$ cat config.mk
export PLATFORM = sky130hd
export DESIGN_NAME = ps2_keyboard
export DESIGN_NICKNAME = d
export VERILOG_FILES = /design/src/rtl/ps2_pkg.sv /design/src/rtl/ps2_sync_edge.sv /design/src/rtl/ps2_keyboard.sv
export SDC_FILE = /design/constraint.sdc
export NUM_CORES = 1
export LEC_CHECK = 0
export ABC_AREA = 1
export CAP_MARGIN = 0
export CORE_MARGIN = 2
export CORE_UTILIZATION = 55
export CTS_CLUSTER_DIAMETER = 80
export DETAILED_ROUTE_END_ITERATION = 7
export MAX_ROUTING_LAYER = met4
export PLACE_DENSITY = 0.76
export RECOVER_POWER = 50
export SYNTH_ARGS = -nofsm -noshare
export SYNTH_HDL_FRONTEND = slang
export SYNTH_HIERARCHICAL = 1
export SYNTH_SLANG_ARGS = --single-unit
$ cat constraint.sdc
create_clock -name clk -period 3.8 [get_ports clk]
set_clock_uncertainty 0.2 [all_clocks]
set_input_delay 1.14 -clock clk [delete_from_list [all_inputs] [get_ports clk]]
set_output_delay 1.14 -clock clk [all_outputs]
set_load 0.01 [all_outputs]
$ cat src/rtl/ps2_pkg.sv
// Shared constants, FSM state type and frame-check helper for the PS/2 keyboard receiver.
package ps2_pkg;

  localparam logic [7:0] PREFIX_EXT = 8'hE0;
  localparam logic [7:0] PREFIX_BRK = 8'hF0;
  localparam int         FRAME_BITS = 11;

  typedef enum logic [1:0] {
    IDLE,
    RECV,
    DONE
  } state_e;

  // Frame layout after LSB-first shifting: [0]=start, [8:1]=data, [9]=parity, [10]=stop.
  function automatic logic frame_ok(input logic [FRAME_BITS-1:0] f);
    return (f[0] == 1'b0) && f[FRAME_BITS-1] && (^f[9:1]);
  endfunction

endpackage

$ cat src/rtl/ps2_sync_edge.sv
// Synchronizes the PS/2 clock and data lines and flags falling edges of the PS/2 clock.
module ps2_sync_edge #(
  parameter int SYNC_STAGES = 2
) (
  input  logic clk,
  input  logic reset,
  input  logic ps2_clk_i,
  input  logic ps2_data_i,
  output logic fall_pulse,
  output logic data_s
);

  logic [SYNC_STAGES-1:0] clk_sync_q;
  logic [SYNC_STAGES-1:0] data_sync_q;
  logic                   clk_prev_q;

  // NOTE: sequential state uses <= so every flop samples the pre-edge value of its neighbour.
  always_ff @(posedge clk) begin
    if (reset) begin
      clk_sync_q  <= '1;
      data_sync_q <= '1;
      clk_prev_q  <= 1'b1;
    end else begin
      clk_sync_q[0]  <= ps2_clk_i;
      data_sync_q[0] <= ps2_data_i;
      for (int i = 1; i < SYNC_STAGES; i++) begin
        clk_sync_q[i]  <= clk_sync_q[i-1];
        data_sync_q[i] <= data_sync_q[i-1];
      end
      clk_prev_q <= clk_sync_q[SYNC_STAGES-1];
    end
  end

  assign fall_pulse = clk_prev_q & ~clk_sync_q[SYNC_STAGES-1];
  assign data_s     = data_sync_q[SYNC_STAGES-1];

endmodule

$ cat src/rtl/ps2_keyboard.sv
// PS/2 keyboard receiver: frames 11-bit words, validates them and folds E0/F0 prefixes into key events.
module ps2_keyboard
  import ps2_pkg::*;
#(
  parameter int TIMEOUT_CYCLES = 50000,
  parameter int SYNC_STAGES    = 2
) (
  input  logic       clk,
  input  logic       reset,
  input  logic       ps2_clk,
  input  logic       ps2_data,
  output logic [9:0] keyboard,
  output logic       code_valid,
  output logic       frame_err
);

  logic fall_pulse;
  logic data_s;

  ps2_sync_edge #(
    .SYNC_STAGES(SYNC_STAGES)
  ) u_sync_edge (
    .clk       (clk),
    .reset     (reset),
    .ps2_clk_i (ps2_clk),
    .ps2_data_i(ps2_data),
    .fall_pulse(fall_pulse),
    .data_s    (data_s)
  );

  state_e                  state_q;
  logic [3:0]              bit_cnt_q;
  logic [15:0]             gap_q;
  logic [FRAME_BITS-1:0]   frame_q;
  logic [FRAME_BITS-1:0]   frame_d;
  logic                    ext_q;
  logic                    brk_q;
  logic [9:0]              keyboard_q;
  logic                    code_valid_q;
  logic                    frame_err_q;
  logic [7:0]              byte_w;

  assign frame_d = {data_s, frame_q[FRAME_BITS-1:1]};
  assign byte_w  = frame_q[8:1];

  always_ff @(posedge clk) begin
    if (reset) begin
      state_q      <= IDLE;
      bit_cnt_q    <= '0;
      gap_q        <= '0;
      frame_q      <= '0;
      ext_q        <= 1'b0;
      brk_q        <= 1'b0;
      keyboard_q   <= '0;
      code_valid_q <= 1'b0;
      frame_err_q  <= 1'b0;
    end else begin
      code_valid_q <= 1'b0;
      frame_err_q  <= 1'b0;
      case (state_q)
        IDLE: begin
          if (fall_pulse && !data_s) begin
            frame_q   <= frame_d;
            bit_cnt_q <= 4'd1;
            gap_q     <= '0;
            state_q   <= RECV;
          end
        end
        RECV: begin
          if (fall_pulse) begin
            frame_q   <= frame_d;
            gap_q     <= '0;
            bit_cnt_q <= bit_cnt_q + 4'd1;
            if (bit_cnt_q == 4'(FRAME_BITS - 1)) state_q <= DONE;
          end else if (gap_q == 16'(TIMEOUT_CYCLES)) begin
            // Device stalled mid-frame: drop everything, including pending prefixes.
            frame_err_q <= 1'b1;
            state_q     <= IDLE;
            bit_cnt_q   <= '0;
            gap_q       <= '0;
            ext_q       <= 1'b0;
            brk_q       <= 1'b0;
          end else begin
            gap_q <= gap_q + 16'd1;
          end
        end
        DONE: begin
          state_q   <= IDLE;
          bit_cnt_q <= '0;
          if (!frame_ok(frame_q)) begin
            frame_err_q <= 1'b1;
            ext_q       <= 1'b0;
            brk_q       <= 1'b0;
          end else if (byte_w == PREFIX_EXT) begin
            ext_q <= 1'b1;
          end else if (byte_w == PREFIX_BRK) begin
            brk_q <= 1'b1;
          end else begin
            keyboard_q   <= {ext_q, brk_q, byte_w};
            code_valid_q <= 1'b1;
            ext_q        <= 1'b0;
            brk_q        <= 1'b0;
          end
        end
        default: state_q <= IDLE;
      endcase
    end
  end

  assign keyboard   = keyboard_q;
  assign code_valid = code_valid_q;
  assign frame_err  = frame_err_q;

endmodule
==> flow_summary.ini <==
[outcome]
status = complete, no violations

[yosys]
synthMuxAreaShare_pct = 0
syn_inst = 356
synth_top_family_by_area = simple AND/OR/NAND/NOR gates
synth_cell_types = 34
synth_xor_area_share_pct = 2.05
synth_seq_cells = 52
syn_area_per_cell_um2 = 7.19
syn_area_um2 = 2560
netlist_top_cells_area = dfxtp_1 41%, nand2_1 8.8%, inv_1 7.8%, a21oi_1 6.8%, ha_1 6.4%
synth-seq-area-share_pct = 40.6
syn-num-nets = 373
post_synth_fa_ha_maj_area_fraction_pct = 6.35
synthSimpleGateAreaFrac_pct = 26.6
synth_warnings = 6
yosys.area.top_type = dfxtp_1
synth_top_area_share_pct = 40.6
synth_compound_area_share_pct = 13.9

[global_route]
antenna_found_initial = 0
grt_pass1_wl_um = 8120
grt_pass1_vias = 1884
overflow = 0
grt_max_degree = 25
grt_use_total_pct = 20.3

[drt]
firstDrtPassIters = 4
finalWirelength_um = 4790
drtIter0Drc = 178
drc = 0
post_drt_wl_per_cell_um = 11.3
vias = 2197
via_per_inst = 5.17
final_antenna_net_count = 0

[clock_network]
path_clk_slew_ps = 90
cts_root_buffer = clkbuf_8
cts_tree = built
worstSkewPairLatency_ps = 320
holdBufCountCts = 0
clkSinkCount = 52
clockBufferDepth = 2
cts_resized = 0
cts-buffers-inserted = 5
cts_setup_buffers = 0
h-tree-depth = 2

[final_layout]
area_growth_pct = 11.5
fillers = 407
multi_input_area_um2 = 1250
layout-drive-gt1-share_pct = 6.43
regArea_um2 = 1040
finish.instance_area_um2 = 2860
mostFrequentLayoutCell = nand2_1
nNetsFinal = 389
layout_common_cells = 60 x nand2_1, 54 x inv_1, 52 x dfxtp_1
n_antenna_cell = 0
finalNonFillerCells = 425

[timing]
setup_violations = 0
final_max_slew_viol_count = 0
period_share_pct = 74.2
slew_headroom_pct = 57.2
setup_tns_ps = 0
layout_setup_ws_ps = 982
timing.fmax_mhz = 355
hold_violations = 0
min_period_ps = 2820
rsz0062_at_grt = no
tightest_slew_ps = 641

[worst_setup_path]
cp-end-kind = flip-flop
crit_chain = dlygate4sd3_1, clkbuf_1, inv_1, nand2_1, inv_1, nand2_1, nor2_1
cp-start-kind = input pin
critical_path_class = in2reg
cp.required_ps = 3810
worstPathArrival_ps = 2830
path_max_fanout = 13
slowest_delay_ps = 520
slowest_stage = dlygate4sd3_1

[floorplanning]
die-area_um2 = 5220
rows = 24
die_y_um = 72.2
start_util_pct = 58.0
die_w_um = 72.2
core-area_um2 = 4410
ioPinCount = 16

[placed_design]
detailed_place.area_um2 = 2740
dp_hpwl_um = 3530
dp_cells = 417
gp_congestion = 0.920
pre_cts_ws_ps = 1030
port_buffers = 15

[power_and_ir_drop]
irDropWorstVdd_uv = 442
power_density_nw_per_um2 = 633
power.leakage_nw = 1.13

[flow_run]
drv_cap = 0

[worst_hold_path]
hp-class = reg2reg
-- Yosys cell counts --
master,n
o21ai_1,1
nand4_1,4
nor2_1,38
inv_2,4
xnor2_1,1
buf_6,1
clkinv_2,1
nor2_2,3
o21ai_2,1
dfxtp_1,52
xor2_1,5
or2_1,1
o21ai_4,1
ha_1,13
clkbuf_1,3
a41oi_1,1
nor3_2,1
nor2_4,1
nand3_1,22
nand2_2,1
and3_1,1
nor3_1,16
o21ai_0,27
nand3b_2,1
or2_2,1
nor3_4,1
nand2_1,60
buf_2,1
a21oi_1,35
buf_4,2
nor4_1,1
clkbuf_2,1
inv_1,53
o21a_1,1
-- metal layers --
layer	vias up	wire (µm)	track usage [%]
met5	-	0	-
met4	0	98	8.39
met3	9	216	4.17
met2	41	2080	30.9
met1	970	2400	26.4
li1	1177	-	-
-- area by class of cell --
| type | count | share of cell area, % |
|---|---|---|
| timing repair buffer | 17 | 5.65 |
| inverter | 58 | 7.67 |
| clock buffer | 5 | 2.41 |
| tap | 52 | 2.28 |
| clock inverter | 3 | 1.66 |
| sequential | 52 | 36.4 |
| multi-input combinational | 238 | 43.9 |
-- sequential cells by signal (all words and copies together), names as in the netlist --
register                 count
u_sync_edge/data_sync_q      2
brk_q                        1
code_valid                   1
keyboard                    10
gap_q                       16
u_sync_edge/clk_prev_q       1
bit_cnt_q                    4
ext_q                        1
u_sync_edge/clk_sync_q       2
frame_q                     11
frame_err                    1
state_q                      2
-- cell families after synthesis --
| group | count (synthesis) |
|---|---|
| AOI/OAI and AO/OA | 67 |
| xor gates and xnor gates | 6 |
| adders and majority gates | 13 |
| buffers and inverters | 66 |
| DFF | 52 |
| and+or+nand+nor | 152 |
-- metrics by stage --
step                      hold WS [ps]  power [mW]  util (%)
after global placement             191        1.41      62.2
after CTS                          225        1.82      64.8
after detailed placement           202        1.43      62.2
final                              220        1.81      64.7
after global routing               251        1.95      64.7
after floorplan                    187        1.30         -
-- final timing paths --
| check | from | endpoint | slack, ps | cells after the start |
|---|---|---|---|---|
| setup / recovery | reset | gap_q[7]$_SDFFE_PP0P_ | 980 | 7 |
| hold / removal | u_sync_edge/data_sync_q[0]$_SDFF_PP1_ | u_sync_edge/data_sync_q[1]$_SDFF_PP1_ | 220 | 2 |
| setup reg to reg | frame_q[5]$_SDFFE_PP0P_ | keyboard[8]$_SDFFE_PP0P_ | 1260 | 10 |
| hold reg to reg | u_sync_edge/data_sync_q[0]$_SDFF_PP1_ | u_sync_edge/data_sync_q[1]$_SDFF_PP1_ | 220 | 2 |
-- power breakdown --
| part | switching [mW] | internal, mW | total [mW] |
|---|---|---|---|
| Clock | 0.189 | 0.198 | 0.387 |
| Combinational | 0.487 | 0.238 | 0.725 |
| Sequential | 0.0658 | 0.630 | 0.696 |
-- critical path, delay by kind of cell --
| kind | cells | cell delay (ps) |
|---|---|---|
| AND/OR/NAND/NOR | 3 | 520 |
| buffers and inverters | 4 | 1170 |
Note: power is estimated with default switching activity, not from simulation.
